==> src/rtl/pipe_ctrl_pkg.sv <==
// Shared encodings for the pipeline stall controller: stall patterns,
// EX op classes, controller state codes and the op-length helper.
package pipe_ctrl_pkg;

  localparam logic Stop   = 1'b1;
  localparam logic NoStop = 1'b0;

  // Stall vector bits: [0] PC, [1] IF/ID, [2] ID/EX, [3] EX/MEM, [4] MEM/WB, [5] WB
  localparam logic [5:0] StallNone = 6'b000000;
  localparam logic [5:0] StallId   = 6'b000111;
  localparam logic [5:0] StallEx   = 6'b001111;
  localparam logic [5:0] StallMem  = 6'b011111;

  localparam logic [1:0] ExOpNone = 2'b00;
  localparam logic [1:0] ExOpMadd = 2'b01;
  localparam logic [1:0] ExOpDiv  = 2'b10;
  localparam logic [1:0] ExOpDivu = 2'b11;

  typedef enum logic [1:0] {
    CtrlIdle = 2'b00,
    CtrlRun  = 2'b01,
    CtrlDone = 2'b10
  } ctrl_state_e;

  // Initial remaining-cycle count for an op: its total length minus the start cycle
  function automatic logic [5:0] phase_init(input logic [1:0] op,
                                            input int unsigned madd_cycles,
                                            input int unsigned div_cycles);
    if (op == ExOpMadd) return 6'(madd_cycles - 1);
    else                return 6'(div_cycles - 1);
  endfunction

endpackage

==> src/rtl/mc_timer.sv <==
// Loadable down-counter for multi-cycle EX ops. Cancel clears the count,
// load takes priority over decrement, and the count never wraps below zero.
module mc_timer (
  input  logic       i_clk,
  input  logic       i_rst_n,
  input  logic       i_load,
  input  logic [5:0] i_load_val,
  input  logic       i_cancel,
  input  logic       i_dec,
  output logic [5:0] o_phase,
  output logic       o_zero
);

  logic [5:0] r_phase;

  // Remaining-cycle counter: cancel > load > decrement
  always_ff @(posedge i_clk or negedge i_rst_n) begin
    if (!i_rst_n) begin
      r_phase <= 6'd0;
    end else if (i_cancel) begin
      r_phase <= 6'd0;
    end else if (i_load) begin
      r_phase <= i_load_val;
    end else if (i_dec && (r_phase != 6'd0)) begin
      r_phase <= r_phase - 6'd1;
    end
  end

  assign o_phase = r_phase;
  assign o_zero  = (r_phase == 6'd0);

endmodule

==> src/rtl/pipe_ctrl.sv <==
// Pipeline stall controller: sequences multi-cycle EX ops (MADD/MSUB, DIV/DIVU)
// and merges them with ID load-use and MEM wait requests into the stall vector.
// Optional feature: define PIPE_CTRL_PERF_EN to build the stalled-cycle counter.
module pipe_ctrl
  import pipe_ctrl_pkg::*;
#(
  parameter int unsigned MADD_CYCLES = 2,
  parameter int unsigned DIV_CYCLES  = 33
) (
  input  logic        i_clk,
  input  logic        i_rst_n,
  input  logic        i_stallreq_id,
  input  logic        i_ex_start,
  input  logic [1:0]  i_ex_op,
  input  logic        i_ex_cancel,
  input  logic        i_mem_wait,
  output logic [5:0]  o_stall,
  output logic [5:0]  o_ex_phase,
  output logic        o_ex_done,
  output logic        o_busy,
  output logic [31:0] o_perf_stall_cnt
);

  ctrl_state_e r_state;
  logic        r_ex_done;
  logic        r_busy;

  logic        w_ex_valid;
  logic        w_idle;
  logic        w_run;
  logic        w_load;
  logic        w_cancel;
  logic        w_last;
  logic        w_zero;
  logic [5:0]  w_phase;
  logic [5:0]  w_load_val;
  logic [5:0]  w_stall;

  assign w_ex_valid = i_ex_start && (i_ex_op != ExOpNone);
  assign w_idle     = (r_state == CtrlIdle);
  assign w_run      = (r_state == CtrlRun);
  assign w_load     = w_idle && w_ex_valid;
  assign w_cancel   = w_run && i_ex_cancel;
  assign w_load_val = phase_init(i_ex_op, MADD_CYCLES, DIV_CYCLES);
  // Zero also ends RUN so a one-cycle op cannot get stuck
  assign w_last     = (w_phase == 6'd1) || w_zero;

  mc_timer u_mc_timer (
    .i_clk      (i_clk),
    .i_rst_n    (i_rst_n),
    .i_load     (w_load),
    .i_load_val (w_load_val),
    .i_cancel   (w_cancel),
    .i_dec      (w_run),
    .o_phase    (w_phase),
    .o_zero     (w_zero)
  );

  // Controller FSM with registered ex_done/busy
  always_ff @(posedge i_clk or negedge i_rst_n) begin
    if (!i_rst_n) begin
      r_state   <= CtrlIdle;
      r_ex_done <= 1'b0;
      r_busy    <= 1'b0;
    end else begin
      case (r_state)
        CtrlIdle: begin
          if (w_ex_valid) begin
            r_state <= CtrlRun;
            r_busy  <= 1'b1;
          end
        end
        CtrlRun: begin
          if (i_ex_cancel || w_last) begin
            r_state   <= CtrlDone;
            r_ex_done <= 1'b1;
          end
        end
        CtrlDone: begin
          // Result stays valid until MEM can accept it
          if (!i_mem_wait) begin
            r_state   <= CtrlIdle;
            r_ex_done <= 1'b0;
            r_busy    <= 1'b0;
          end
        end
        default: begin
          r_state   <= CtrlIdle;
          r_ex_done <= 1'b0;
          r_busy    <= 1'b0;
        end
      endcase
    end
  end

  // Stall merge, highest priority first: MEM wait, EX op, ID load-use
  always_comb begin
    w_stall = StallNone;
    if (i_mem_wait) begin
      w_stall = StallMem;
    end else if (w_load || w_run) begin
      w_stall = StallEx;
    end else if (i_stallreq_id) begin
      w_stall = StallId;
    end
  end

  // WB stall is owned by the exception unit
  assign o_stall    = {NoStop, w_stall[4:0]};
  assign o_ex_phase = w_phase;
  assign o_ex_done  = r_ex_done;
  assign o_busy     = r_busy;

`ifdef PIPE_CTRL_PERF_EN
  logic [31:0] r_perf_cnt;

  // Count every edge on which the PC is held
  always_ff @(posedge i_clk or negedge i_rst_n) begin
    if (!i_rst_n) begin
      r_perf_cnt <= 32'd0;
    end else if (w_stall[0] == Stop) begin
      r_perf_cnt <= r_perf_cnt + 32'd1;
    end
  end

  assign o_perf_stall_cnt = r_perf_cnt;
`else
  assign o_perf_stall_cnt = 32'd0;
`endif

endmodule

==> config.mk <==
export PLATFORM = sky130hd
export DESIGN_NAME = pipe_ctrl
export DESIGN_NICKNAME = d
export VERILOG_FILES = /design/src/rtl/pipe_ctrl_pkg.sv /design/src/rtl/mc_timer.sv /design/src/rtl/pipe_ctrl.sv
export SDC_FILE = /design/constraint.sdc
export NUM_CORES = 1
export LEC_CHECK = 0
export CAP_MARGIN = 30
export CORE_UTILIZATION = 40
export CTS_CLUSTER_DIAMETER = 120
export DETAILED_ROUTE_END_ITERATION = 8
export PLACE_DENSITY_LB_ADDON = 0.25
export SLEW_MARGIN = 20
export SYNTH_ARGS = -nofsm -noshare
export SYNTH_HDL_FRONTEND = slang
export SYNTH_SLANG_ARGS = --single-unit
==> constraint.sdc <==
create_clock -name i_clk -period 3.4 [get_ports i_clk]
set_input_delay 0.68 -clock i_clk [delete_from_list [all_inputs] [get_ports i_clk]]
set_output_delay 0.68 -clock i_clk [all_outputs]
set_load 0.05 [all_outputs]
==> impl_metrics.yaml, run 1 <==
synth:
  synth_compound_area_share_pct: 16.9
  synth_simple_gate_area_share_pct: 15.4
  syn-cell-area_um2: 920
  synth_fa_ha_area_share_pct: 4.08
  ys.flop_type: "dfrtp_1"
  ys.warnings.count: 0
  seq_area_frac_synth_pct: 27.2
  synth_cells: 101
  synth_edf_count: 0
  synth_cell_types: 35
  synth_top_family_by_area: "buffers and inverters"
  yosys.area_share.xor_xnor_pct: 1.90
  muxShareOfSynthArea_pct: 2.18
  async_flop_share_pct: 100
  syn_area_per_cell_um2: 9.11
  yosys_register_bits: 10
global_route:
  grt_max_degree: 13
  grtUsageMet2_pct: 21.2
  busiest_layer: "met2"
  gr-usage-met3_pct: 3.70
  overflow: 0
  grt_use_total_pct: 13.2
  grt_pass1_wl_mm: 2.37
  met1_usage_pct: 15.6
  antenna_found_initial: 0
  grt_pass1_vias: 544
timing:
  tightest_slew_ps: 498
  period_share_pct: 81.8
  setup_slack_ps: 620
  slew_headroom_pct: 66.7
  fin_tns_setup_ps: 0
  fmax_mhz: 360
  finalHoldViolCount: 0
  maxSlewViolCount: 0
  fin_worst_skew_ps: 7.08
  period_minus_slack_ps: 2780
  rsz0062_at_grt: "no"
  finalSetupViolCount: 0
route:
  routed_wl_mm: 1.53
  ant_nets: 0
  drc: 0
  dr.pass1.iters: 4
  drtIter0Drc: 10
  vias: 630
  wl_per_cell_um: 10.5
  viasPerCell: 4.34
placed_design:
  dp_slack_ps: 643
  dp_hpwl_mm: 1.24
  gp_congestion: 0.715
  io_buffers: 20
die:
  dieArea_mm2: 0.00250
  row_count: 16
  die_y_um: 50.0
  coreArea_mm2: 0.00206
  die_x_um: 50.0
  io_pins: 54
  initial_core_util_pct: 44.6
finish:
  nNetsFinal: 131
  insertedDiodeCount: 0
  drive_gt1_share_pct: 12.7
  final_cell_mix: "conb_1, clkdlybuf4s50_1, dfrtp_1"
  synthToLayoutAreaGrowth_pct: 9.12
  final_common_cell: "conb_1"
clock_network:
  cts-root-buf: "clkbuf_4"
  clkTransAtPathRegs_ps: 60
  postCtsSetupBuffers: 0
  cts.sink_count: 10
  cts_htree_levels: 1
  clk_path_buf_depth: 2
  cts_made_buffers: 3
  ctsHoldBuffers: 0
  post_cts_resized: 0
  tritoncts: "built"
  clk-insertion-delay-late_ps: 260
setup_path:
  arrival_ps: 2100
  critPathKind: "in -> out"
  cp-start-kind: "input pin"
  cp-end-kind: "primary output"
  r2r_start: "u_mc_timer.o_phase[2]$_DFFE_PN0P_"
  worstPathRequired_ps: 2720
  rrSetupSlack_ps: 1840
  ff2ff_path_depth: 4
  r2r_end: "u_mc_timer.o_phase[5]$_DFFE_PN0P_"
  crit_path_max_fanout: 3
min_path:
  hold_class: "reg -> reg"
  holdCritStartpoint: "o_busy$_DFFE_PN0P_"
  hold_path_end: "o_busy$_DFFE_PN0P_"
  hold_path_depth: 2
power:
  cellLeakagePower_nw: 0.469
  peakVddDrop_mv: 0.471
  power_density_mw_per_mm2: 988
outcome:
  status: "finished, final reports clean"
run:
  cap_violations: 0
-- critical path, stage by stage --
cell and delay [ps]:
clkdlybuf4s50_1 440, or2_1 270, a21oi_1 160, o21bai_1 90, or2_1 260, buf_4 200
-- worst max path at each step --
stage / endpoint / slack, ps / cells after the start / from
floorplan: o_stall[1] / 260 / 5 / i_ex_op[0]
global placement: o_stall[0] / 670 / 6 / i_ex_op[1]
detailed placement: o_stall[1] / 640 / 6 / i_ex_op[1]
CTS: o_stall[1] / 630 / 6 / i_ex_op[1]
global route: o_stall[1] / 550 / 6 / i_ex_op[1]
finish: o_stall[1] / 620 / 6 / i_ex_op[1]
-- cells by family (layout without fill, tap and decap cells) --
logic type | after synthesis | after routing
buf+inv | 41 | 26
simple gates | 23 | 23
compound gates | 19 | 19
flops | 10 | 10
fa+ha+maj | 3 | 3
xor+xnor | 2 | 2
mux | 2 | 2
other cells | 1 | 33
-- metal layers --
metal,wire length (um),vias up
met5,0,-
met2,751,31
li1,-,309
met4,21,0
met1,676,288
met3,77,2
-- metrics by stage --
| stage | instances | hold WS [ps] | area (um^2) | utilization [%] | power [mW] |
|---|---|---|---|---|---|
| 2_1_floorplan | 133 | 384 | 1040 | - | 0.795 |
| 3_3_place_gp | 142 | 508 | 981 | 47.6 | 0.908 |
| 3_5_place_dp | 142 | 510 | 981 | 47.6 | 0.917 |
| 4_1_cts | 145 | 527 | 1000 | 48.7 | 1.00 |
| 5_1_grt | 145 | 578 | 1000 | 48.7 | 1.06 |
| 6_report | 145 | 517 | 1000 | 48.7 | 0.991 |
-- state kept, by name (all words and copies together), names as in the netlist --
signal and flops:
r_state 2, u_mc_timer.o_phase 6, o_ex_done 1, o_busy 1
-- Yosys cell counts (2+ instances only) --
cell      instances  share of area (%)
or2_2             2                1.4
or2_1             2                1.4
buf_4            37                 30
nor2_1            6                2.4
mux2i_1           2                2.2
xnor2_1           2                1.9
o21ai_0           3                1.6
nand2_1           3                1.2
a21oi_1           2                1.1
inv_1             3                1.2
a211oi_1          3                2.4
ha_1              3                4.1
dfrtp_1          10                 27
o21ai_1           2                1.1
-- power breakdown --
group	switching, mW	total (mW)	internal [mW]	leakage [nW]
Clock	0.0394	0.0802	0.0408	0.0138
Combinational	0.430	0.659	0.230	0.328
Sequential	0.0814	0.252	0.170	0.127
-- final cells by class --
| class | count | area (um^2) |
|---|---|---|
| fillers | 198 | 1060 |
| multi-input cells | 82 | 495 |
| flip-flops and latches | 10 | 250 |
| repair buffers | 20 | 190 |
| well taps | 27 | 33.8 |
| clock buffers | 3 | 22.5 |
| inverters | 3 | 11.3 |
Power figures use the tool's default switching activity.
==> inputs of run 2 (changes only) <==
CORE_UTILIZATION = 37   (was 40)
clock period = 2.56 ns   (was 3.4 ns; I/O delays follow)
==> run 2 against run 1 <==
Power is 35% higher. Sequential cell count stayed put. Die area is 7.8% higher. Sequential power is 34% higher. Sequential share of layout area is 0.46 points lower. Final area is 1.9% higher. Via count is 1.1% higher. Cell count is 0.69% higher. Clock power is 36% higher.
==> impl_metrics.yaml, run 2 (synthesized netlist as in run 1, its figures left out) <==
placed_design:
  dp_slack_ps: 97.7
  io_buffers: 20
  dp_hpwl_mm: 1.19
  gp_congestion: 0.683
min_path:
  hold_class: "reg -> reg"
power:
  intPower_mw: 0.598
  combPwrFrac_pct: 66.5
  p_sw_mw: 0.738
  power_density_mw_per_mm2: 1310
  swShare_pct: 55.2
  peakVddDrop_mv: 0.576
  cellLeakagePower_nw: 0.475
  power_frac_seq_pct: 25.3
  p_clk_share_pct: 8.1
timing:
  rsz0062_at_grt: "no"
  finalSetupViolCount: 0
  period_share_pct: 96.4
  period_minus_slack_ps: 2470
  setup_slack_ps: 92.3
  finalHoldViolCount: 0
  fmax_mhz: 405
  maxSlewViolCount: 0
  fin_worst_skew_ps: 3.05
  fin_tns_setup_ps: 0
route:
  wl_per_cell_um: 10.4
  drtIter0Drc: 5
  ant_nets: 0
  dr.pass1.iters: 4
  viasPerCell: 4.36
  routed_wl_mm: 1.52
  vias: 637
  drc: 0
global_route:
  antenna_found_initial: 0
  grt_use_total_pct: 11.6
  grt_pass1_vias: 529
  overflow: 0
  grt_max_degree: 13
  grt_pass1_wl_mm: 2.25
clock_network:
  cts_made_buffers: 3
  cts.sink_count: 10
  tritoncts: "built"
  cts_htree_levels: 1
  clk_path_buf_depth: 2
  cts-root-buf: "clkbuf_4"
  clk-insertion-delay-late_ps: 270
  ctsHoldBuffers: 0
  clkTransAtPathRegs_ps: 60
finish:
  synthToLayoutAreaGrowth_pct: 11.2
  fillers: 241
  final_common_cell: "conb_1"
  final_cell_mix: "conb_1, clkdlybuf4s50_1, dfrtp_1"
  insertedDiodeCount: 0
  drive_gt1_share_pct: 15.3
  regArea_um2: 250
  multi_input_area_um2: 503
  largest_register_ffs: 6
  nNetsFinal: 131
setup_path:
  arrival_ps: 1960
  cp_cell_sequence: "clkdlybuf4s50_1, or2_1, a21oi_2, o21bai_2, or2_1, buf_4"
  worstPathRequired_ps: 2050
  path_common_cell: "or2_1"
  cp-end-kind: "primary output"
  cpPeakStageDelay_ps: 430
  critPathBufInv: 2
  critPathKind: "in -> out"
  crit_path_max_fanout: 3
  cp_top_family: "buffers and inverters"
  cp-start-kind: "input pin"
  slowest_stage: "clkdlybuf4s50_1"
  rrSetupSlack_ps: 980
die:
  initial_core_util_pct: 40.4
  die_y_um: 51.9
  coreArea_mm2: 0.00228
  io_pins: 54
  die_x_um: 51.9
  dieArea_mm2: 0.00269
  row_count: 17
outcome:
  status: "finished, final reports clean"
run:
  cap_violations: 0
==> run 2: changes by cell type in the layout (fill, tap and decap cells not counted), sizes merged <==
cell and delta:
clkdlybuf4s50 -1, buf +1
==> run 2: timing repair <==
action | 4_1_cts | 5_1_grt
buffers inserted | 0 | 0
endpoints found under the setup margin | 0 | 3
gates resized for setup | 0 | 1
==> run 2: through the flow <==
step                      std cells  hold slack [ps]  utilization (%)  cell area, um^2  power [mW]
after floorplan                 133              216                -             1040        1.06
after global placement          143              510             43.8              996        1.22
after detailed placement        143              506             43.8              996        1.23
after CTS                       146              523             44.7             1020        1.34
after global routing            146              574             44.9             1020        1.43
final                           146              513             44.9             1020        1.34
==> run 2: path summary, 6_finish.rpt <==
path                                                   startpoint                                 to  cells after the start
worst max-delay path                                   i_ex_op[1]                         o_stall[1]                      6
worst max register to register  u_mc_timer.o_phase[2]$_DFFE_PN0P_  u_mc_timer.o_phase[5]$_DFFE_PN0P_                      4
max in group asynchronous                                 i_rst_n             r_state[1]$_DFFE_PN0P_                      1
min in group asynchronous                                 i_rst_n  u_mc_timer.o_phase[3]$_DFFE_PN0P_                      1
worst min-delay path                           o_busy$_DFFE_PN0P_                 o_busy$_DFFE_PN0P_                      2
worst min register to register                 o_busy$_DFFE_PN0P_                 o_busy$_DFFE_PN0P_                      2
==> run 2: final cells by class <==
cell class / count / share of cell area, %
Clock buffer: 3 / 2.20
Inverter: 3 / 1.10
Sequential cell: 10 / 24.5
Multi-Input combinational cell: 82 / 49.2
Timing Repair Buffer: 20 / 19.6
Tap cell: 28 / 3.43
==> run 2: power groups by stage <==
stage          Clock, mW  Combinational (mW)  Sequential, mW
2_1_floorplan          0               0.578           0.481
3_3_place_gp           0               0.883           0.336
3_5_place_dp           0               0.890           0.339
4_1_cts            0.113               0.893           0.336
5_1_grt            0.118               0.961           0.351
6_report           0.109               0.889           0.338
==> run 2: worst register-to-register path, stage by stage (launching register included) <==
cell,delay (ps)
dfrtp_1,460
nor4_4,450
a21oi_2,130
o21bai_4,190
o221a_1,240
==> run 2: layer usage <==
metal  wire length [um]  vias to the layer above  part of all wire (%)  GRT usage, %
li1                   -                      311                     -             -
met4                 38                        0                   2.5          8.11
met5                  0                        -                     0             0
met3                 88                        4                   5.8          2.05
met1                660                      292                    43          14.5
met2                730                       30                    48          17.7
